<file path="src/rtl/lut_pkg.sv">
// Shared constants and state encoding for the LUT access arbiter.
package lut_pkg;

  localparam int LUT_ADDR_W = 5;
  localparam int LUT_DATA_W = 8;
  localparam int LUT_DEPTH  = 32;

  typedef enum logic [1:0] {
    IDLE = 2'd0,
    READ = 2'd1,
    RESP = 2'd2
  } lut_arb_state_t;

endpackage

</file>
<file path="src/rtl/lut_access_arb_rr_pick.sv">
// Combinational round-robin picker: first set request bit after ptr, wrapping.
module rr_pick #(
  parameter int NUM_REQ = 4,
  localparam int ID_W = (NUM_REQ > 1) ? $clog2(NUM_REQ) : 1
) (
  input  logic [NUM_REQ-1:0] req,
  input  logic [ID_W-1:0]    ptr,
  output logic               gnt_valid,
  output logic [ID_W-1:0]    gnt_id
);

  // Scan from farthest offset down so the nearest offset after ptr wins.
  always_comb begin
    logic [ID_W-1:0] idx;
    idx       = '0;
    gnt_id    = '0;
    gnt_valid = |req;
    for (int i = NUM_REQ; i >= 1; i--) begin
      idx = ID_W'((int'(ptr) + i) % NUM_REQ);
      if (req[idx]) begin
        gnt_id = idx;
      end else begin
        gnt_id = gnt_id;
      end
    end
  end

endmodule

</file>
<file path="src/rtl/lut_access_arb.sv">
// Round-robin arbiter sharing one combinational 32x8 LUT among NUM_REQ
// requesters, with a registered valid/ready response channel.
module lut_access_arb
  import lut_pkg::*;
#(
  parameter int NUM_REQ       = 4,
  parameter int VALID_ENTRIES = 13,
  localparam int ID_W = (NUM_REQ > 1) ? $clog2(NUM_REQ) : 1
) (
  input  logic                          clk,
  input  logic                          reset,
  input  logic [NUM_REQ-1:0]            req,
  input  logic [NUM_REQ*LUT_ADDR_W-1:0] addr,
  output logic [NUM_REQ-1:0]            ack,
  output logic [LUT_ADDR_W-1:0]         lut_addr,
  input  logic [LUT_DATA_W-1:0]         lut_data,
  output logic                          rsp_valid,
  input  logic                          rsp_ready,
  output logic [LUT_DATA_W-1:0]         rsp_data,
  output logic [ID_W-1:0]               rsp_id,
  output logic                          rsp_err
);

  localparam logic [NUM_REQ-1:0] ONE_HOT = {{(NUM_REQ-1){1'b0}}, 1'b1};

  lut_arb_state_t        state_r, state_s;
  logic [ID_W-1:0]       ptr_r, cur_id_r, gnt_id_s;
  logic                  gnt_valid_s;
  logic [LUT_ADDR_W-1:0] cur_addr_r, gnt_addr_s;
  logic                  in_range_s;

  rr_pick #(.NUM_REQ(NUM_REQ)) u_pick (
    .req       (req),
    .ptr       (ptr_r),
    .gnt_valid (gnt_valid_s),
    .gnt_id    (gnt_id_s)
  );

  // Select the winning requester's address slice.
  always_comb begin
    gnt_addr_s = '0;
    for (int i = 0; i < NUM_REQ; i++) begin
      if (gnt_id_s == ID_W'(i)) begin
        gnt_addr_s = addr[i*LUT_ADDR_W +: LUT_ADDR_W];
      end else begin
        gnt_addr_s = gnt_addr_s;
      end
    end
  end

  // Extra bit keeps VALID_ENTRIES = 32 representable, so no error is possible then.
  assign in_range_s = ({1'b0, cur_addr_r} < 6'(VALID_ENTRIES));

  // State register.
  always_ff @(posedge clk or posedge reset) begin
    if (reset) begin
      state_r <= IDLE;
    end else begin
      state_r <= state_s;
    end
  end

  // Next-state logic.
  always_comb begin
    state_s = state_r;
    case (state_r)
      IDLE: begin
        if (gnt_valid_s) begin
          state_s = READ;
        end else begin
          state_s = IDLE;
        end
      end
      READ: state_s = RESP;
      RESP: begin
        if (rsp_ready) begin
          state_s = IDLE;
        end else begin
          state_s = RESP;
        end
      end
      default: state_s = IDLE;
    endcase
  end

  // Grant capture, LUT read and response registers; lut_addr is loaded with
  // the grant so it is already valid during READ and holds otherwise.
  always_ff @(posedge clk or posedge reset) begin
    if (reset) begin
      ptr_r      <= ID_W'(NUM_REQ - 1);
      cur_id_r   <= '0;
      cur_addr_r <= '0;
      lut_addr   <= '0;
      ack        <= '0;
      rsp_valid  <= 1'b0;
      rsp_data   <= '0;
      rsp_id     <= '0;
      rsp_err    <= 1'b0;
    end else begin
      ack <= '0;
      case (state_r)
        IDLE: begin
          if (gnt_valid_s) begin
            cur_id_r   <= gnt_id_s;
            cur_addr_r <= gnt_addr_s;
            lut_addr   <= gnt_addr_s;
            ack        <= ONE_HOT << gnt_id_s;
          end
        end
        READ: begin
          rsp_data  <= in_range_s ? lut_data : 8'd0;
          rsp_err   <= ~in_range_s;
          rsp_id    <= cur_id_r;
          rsp_valid <= 1'b1;
          ptr_r     <= cur_id_r;
        end
        RESP: begin
          if (rsp_ready) begin
            rsp_valid <= 1'b0;
          end
        end
        default: rsp_valid <= 1'b0;
      endcase
    end
  end

endmodule

</file>
<file path="config.mk">
export PLATFORM = sky130hd
export DESIGN_NAME = lut_access_arb
export DESIGN_NICKNAME = d
export VERILOG_FILES = /design/src/rtl/lut_pkg.sv /design/src/rtl/lut_access_arb_rr_pick.sv /design/src/rtl/lut_access_arb.sv
export SDC_FILE = /design/constraint.sdc
export NUM_CORES = 1
export LEC_CHECK = 0
export ABC_AREA = 1
export CAP_MARGIN = 5
export CORE_UTILIZATION = 35
export CTS_CLUSTER_DIAMETER = 200
export DETAILED_ROUTE_END_ITERATION = 6
export MAX_ROUTING_LAYER = met4
export PLACE_DENSITY = 0.68
export SYNTH_ARGS = -nofsm -noshare
export SYNTH_HDL_FRONTEND = slang
export SYNTH_SLANG_ARGS = --single-unit
</file>
<file path="constraint.sdc">
create_clock -name clk -period 2.1 [get_ports clk]
set_clock_uncertainty 0.15 [all_clocks]
set_input_delay 0.63 -clock clk [delete_from_list [all_inputs] [get_ports clk]]
set_output_delay 0.63 -clock clk [all_outputs]
set_load 0.03 [all_outputs]
</file>
==> impl_metrics.yaml, run 1 <==
synth:
  syn-num-nets: 209
  synthFlopType: "dfrtp_1"
  synth_edf_count: 0
  yosysWarnings: 0
  synth_cells: 174
  yosys_register_bits: 27
  synth_area_um2: 1430
  synth.distinct_cells: 26
  avgSynthCellArea_um2: 8.20
  ys_seq_area_share_pct: 47.5
  async_reset_ff_share_pct: 100
worst_setup_path:
  end_kind: "output port"
  cp_top_family: "buffers and inverters"
  cp-start-kind: "flop"
  critPathArrivalTime_ps: 1290
  crit_required_ps: 1320
  max_stage_delay_ps: 670
  r2r_end: "cur_addr_r[4]"
  cp_slowest_cell: "clkdlybuf4s50_1"
  path_cells: "clkdlybuf4s50_1"
  crit_cells: 1
  cp-startpoint: "ack[2]"
  timing.critical_path.buf_inv: 1
  cp_max_fo: 1
  endpoint: "ack[2]"
  worstSetupPathType: "reg -> out"
  r2r-start: "ptr_r[0]"
  rrSetupSlack_ps: 130
  worst_r2r_path_depth: 13
layout:
  syn2layout_area_growth_pct: 52.7
  multi_input_area_um2: 653
  stdcell_area_um2: 2180
  instances_no_fill: 288
  nets: 276
  final_common_cell: "nand2_1"
  regArea_um2: 678
  fill_cells: 354
  final_cell_mix: "nand2_1, clkdlybuf4s50_1, dfrtp_1, inv_1, nand3_1"
  post-route-util_pct: 57.8
  drive_gt1_share_pct: 16.3
  antenna_cells: 0
timing:
  report.final.slew_viol_count: 0
  period_share_pct: 98.6
  tightest_slew_ps: 333
  tns_ps: 0
  hold_viol: 0
  min_period_ps: 2070
  rsz0062_at_grt: "yes"
  finalSetupViolations: 0
  holdWs_ps: 324
  fmax_mhz: 483
  slew-limit-headroom_pct: 77.8
clocking:
  cts.sinks: 27
  cts_made_buffers: 3
  cts_root_buf: "clkbuf_8"
  clock_latency_ps: 260
  cts_hold_buf: 0
  path_clk_slew_ps: 90
  tritoncts: "yes"
  cts_setup_buffers: 0
  h-tree-depth: 1
  clockBufferDepth: 2
grt:
  grt_max_degree: 28
  antenna_found_initial: 0
  grt_usage_pct: 16.0
  grt_pass1_wl_um: 5220
  grt_pass1_vias: 1269
  overflow: 0
die:
  ios: 56
  die_w_um: 65.8
  core_um2: 3770
  die_area_um2: 4330
  start_util_pct: 37.8
  die_h_um: 65.8
  rows: 22
placement:
  post-dp-hpwl_um: 2510
  io_buffers: 55
  dpl.cell_count: 284
  gp_congestion: 0.818
  dpl_cell_area_um2: 2090
drt:
  avgViaCountPerCell: 4.67
  num_vias: 1345
  drt-total-wl_um: 3210
  first_pass_iters: 4
  avgRoutedWirePerCell_um: 11.1
  drtIter0Drc: 51
  drtAntennaViolNets: 0
  drc: 0
pwr:
  p_per_area_nw_per_um2: 1650
  ir_worst_vdd_mv: 0.865
  cellLeakagePower_nw: 1.19
worst_hold_path:
  hp-class: "reg -> reg"
  whs_path_depth: 2
flow_run:
  drv_cap: 0
run_status:
  status: "finished, final reports clean"
-- synth_stat cells (2+ instances only) --
master	count	area share (%)
a22o_1	8	4.9
buf_6	2	1.6
clkinv_1	2	0.53
dfrtp_1	25	44
dfstp_2	2	3.7
inv_1	18	4.7
inv_2	2	0.53
nand2_1	54	14
nand2_2	7	3.1
nand2_4	2	1.6
nand3_1	12	4.2
nand3b_1	5	2.6
nand4_1	5	2.2
nor2_1	9	2.4
nor3_1	2	0.70
o21ai_0	6	2.1
o21ai_1	3	1.1
o21bai_2	2	1.6
-- worst min-delay path by stage --
stage | from | to | slack (ps)
2_1_floorplan | cur_id_r[1] | cur_id_r[1] | 300
4_1_cts | rsp_id[1] | rsp_id[1] | 330
6_report | rsp_id[1] | rsp_id[1] | 320
5_1_grt | rsp_id[1] | rsp_id[1] | 350
3_3_place_gp | rsp_id[1] | rsp_id[1] | 310
3_5_place_dp | rsp_id[1] | rsp_id[1] | 310
-- logic make-up (layout without fill, tap and decap cells) --
| family | count (synthesis) | after routing | share of synthesized area (%) |
|---|---|---|---|
| simple gates | 98 | 98 | 32.6 |
| compound gates | 22 | 22 | 11.1 |
| buf+inv | 27 | 93 | 8.77 |
| flops | 27 | 27 | 47.5 |
-- power by group --
group          leakage, nW  total [W]  internal, W  switching, W
registers            0.338   0.000916     0.000766      0.000150
logic                0.827    0.00239     0.000978       0.00141
clock network       0.0228   0.000281     0.000135      0.000146
-- repair_timing --
item / CTS / global route
resized for setup: 15 / 14
hold endpoints to repair: 0 / 0
setup endpoints to repair: 14 / 15
pin swaps: 4 / 2
-- layer usage --
metal,up-vias,track usage [%],share of wire (%)
li1,698,-,-
met1,603,20.9,47
met2,40,25.9,48
met3,4,1.55,4.3
met4,0,5.43,1.5
met5,-,-,0
-- flip-flops by register name, indices dropped and copies added, names as in the netlist --
signal and cells:
cur_addr_r 5, ack 4, cur_id_r 2, rsp_err 1, state_r 2, rsp_data 8, ptr_r 2, rsp_id 2
rsp_valid 1
-- stage by stage --
stage,total power (W),setup slack [ps]
final,0.00358,28.4
after global routing,0.00389,-23.0
after CTS,0.00360,10.6
after detailed placement,0.00328,-410
after global placement,0.00325,-399
after floorplan,0.00249,237
-- layout make-up --
class	count	share of cell area (%)
inverter	23	4.19
timing repair buffer	66	29.9
tap	48	2.76
multi-input combinational	120	30.0
clock buffer	4	2.07
sequential	27	31.1
Note: power is estimated with default switching activity, not from simulation.
==> run 2: changes to the inputs <==
Settings changed: CORE_MARGIN from default to 3.
==> run 2 against run 1 <==
  * Final cell count increased by 0.69%
  * Die area increased by 13%
  * Wire length increased by 3.9%
  * Combinational power increased by 4%
  * Clock-buffer cell count unchanged
  * Non-clock buffer count increased by 1
  * Clock power about the same
  * Total power increased by 2.6%
  * Critical path depth unchanged
  * Critical path type unchanged
  * Largest cell class is now multi-input combinational cells
  * Highest routed layer unchanged
==> impl_metrics.yaml, run 2 (synthesized netlist as in run 1, its figures left out) <==
drt:
  avgRoutedWirePerCell_um: 11.5
  num_vias: 1336
  drtIter0Drc: 61
  drt-total-wl_um: 3330
  drc: 0
  avgViaCountPerCell: 4.61
  first_pass_iters: 4
  drtAntennaViolNets: 0
flow_run:
  drv_cap: 0
pwr:
  seqPwrFrac_pct: 24.8
  power.internal_w: 0.00192
  p_comb_share_pct: 67.7
  cellLeakagePower_nw: 1.26
  power.total_w: 0.00368
  swShare_pct: 47.8
  p_per_area_nw_per_um2: 1640
  p_switching_w: 0.00176
  ir_worst_vdd_mv: 0.816
  clkPwrFrac_pct: 7.6
timing:
  min_period_ps: 2050
  holdWs_ps: 319
  rsz0062_at_grt: "yes"
  slew-limit-headroom_pct: 74.9
  tightest_slew_ps: 374
  tns_ps: 0
  fmax_mhz: 487
  finalSetupViolations: 0
  period_share_pct: 97.7
  report.final.slew_viol_count: 0
  hold_viol: 0
die:
  die_h_um: 69.8
  rows: 22
  ios: 56
  start_util_pct: 37.5
  die_area_um2: 4880
  core_um2: 3800
  die_w_um: 69.8
layout:
  final_cell_mix: "nand2_1, clkdlybuf4s50_1, dfrtp_1, inv_1, dlymetal6s2s_1"
  largest_register_ffs: 8
  final_common_cell: "nand2_1"
  nets: 278
  antenna_cells: 0
  instances_no_fill: 290
  syn2layout_area_growth_pct: 57.0
  drive_gt1_share_pct: 20.2
  stdcell_area_um2: 2240
  fill_cells: 344
  regMostFlops: "rsp_data"
  reg_top3: "rsp_data x8, cur_addr_r x5, ack x4"
worst_setup_path:
  max_stage_delay_ps: 660
  end_kind: "output port"
  cp_slowest_cell: "clkdlybuf4s50_1"
  cp_top_family: "buffers and inverters"
  cp_max_fo: 1
  crit_required_ps: 1320
  cp-start-kind: "flop"
  critPathArrivalTime_ps: 1270
  timing.critical_path.buf_inv: 1
  worstSetupPathType: "reg -> out"
  path_cells: "clkdlybuf4s50_1"
clocking:
  cts_hold_buf: 0
  tritoncts: "yes"
  cts.sinks: 27
  h-tree-depth: 1
  clock_latency_ps: 260
  clockBufferDepth: 2
  path_clk_slew_ps: 80
  cts_root_buf: "clkbuf_8"
  cts_made_buffers: 3
placement:
  post-dp-hpwl_um: 2580
  dpl_cell_area_um2: 2060
  io_buffers: 55
  gp_congestion: 0.826
  dpl.cell_count: 281
run_status:
  status: "finished, final reports clean"
worst_hold_path:
  hp-class: "reg -> reg"
grt:
  grt_pass1_vias: 1243
  grt_pass1_wl_um: 5550
  grt_usage_pct: 14.0
  overflow: 0
  antenna_found_initial: 0
  grt_max_degree: 28
==> run 2: cell types whose count changed in the layout (fill, tap and decap cells not counted), sizes merged <==
cell           previous run  this run
clkdlybuf4s50            36        32
dlymetal6s2s             10        14
buf                      11        12
clkinv                    2         3
inv                      21        20
nand2                    63        64
==> run 2: worst reg2reg max path: stages, from the launching register on <==
cell and delay (ps):
dfstp_2 600, clkinv_4 100, nand2_1 90, nand3_2 80, nand2_1 70, inv_1 40
nand2_2 90, nand2_2 70, nand2_4 120, nand2_8 80, o21bai_1 140, nand3_1 100
nand2_1 80, nand2_1 50
==> run 2: power groups by stage <==
stage	clock, W	combinational [W]	sequential (W)
after global routing	0.000320	0.00276	0.000951
final	0.000278	0.00249	0.000911
after CTS	0.000293	0.00233	0.000925
after global placement	0	0.00228	0.000931
after floorplan	0	0.00127	0.00122
after detailed placement	0	0.00230	0.000933
==> run 2: worst paths after layout <==
path | startpoint | end | slack [ps] | cells past startpoint
min reg2reg | rsp_id[0] | rsp_id[0] | 320 | 2
max | ack[3] | ack[3] | 50 | 1
min | rsp_id[0] | rsp_id[0] | 320 | 2
min in group asynchronous | reset | rsp_data[6] | 550 | 3
max reg2reg | ptr_r[0] | cur_addr_r[4] | 130 | 13
max in group asynchronous | reset | ptr_r[0] | 940 | 3
==> run 2: timing repair <==
action                     CTS  global route
setup endpoints to repair   15            21
gates cloned                 0             1
gates resized for setup     17            27
setup buffers                0             4
pin swaps                    2            11
==> run 2: per-stage QoR <==
stage                     util, %  setup WS (ps)
after floorplan                 -            237
after global placement       54.3           -361
after detailed placement     54.3           -413
after CTS                    55.8           7.62
after global routing         59.0          -42.0
final                        59.0           48.1
==> run 2: layout make-up <==
class                           instances  area, µm²  share of cell area [%]
Multi-Input combinational cell        121        689                    30.8
Sequential cell                        27        678                    30.3
Timing Repair Buffer                   67        676                    30.2
Inverter                               23       91.3                    4.08
Tap cell                               48       60.1                    2.68
Clock buffer                            4       45.0                    2.01
==> run 2: layer usage <==
layer | routed length [µm] | GRT usage [%] | vias to the layer above
met4 | 27 | 3.83 | 0
met1 | 1460 | 18.5 | 585
met2 | 1650 | 22.1 | 42
met3 | 191 | 2.61 | 2
met5 | 0 | - | -
li1 | - | - | 707
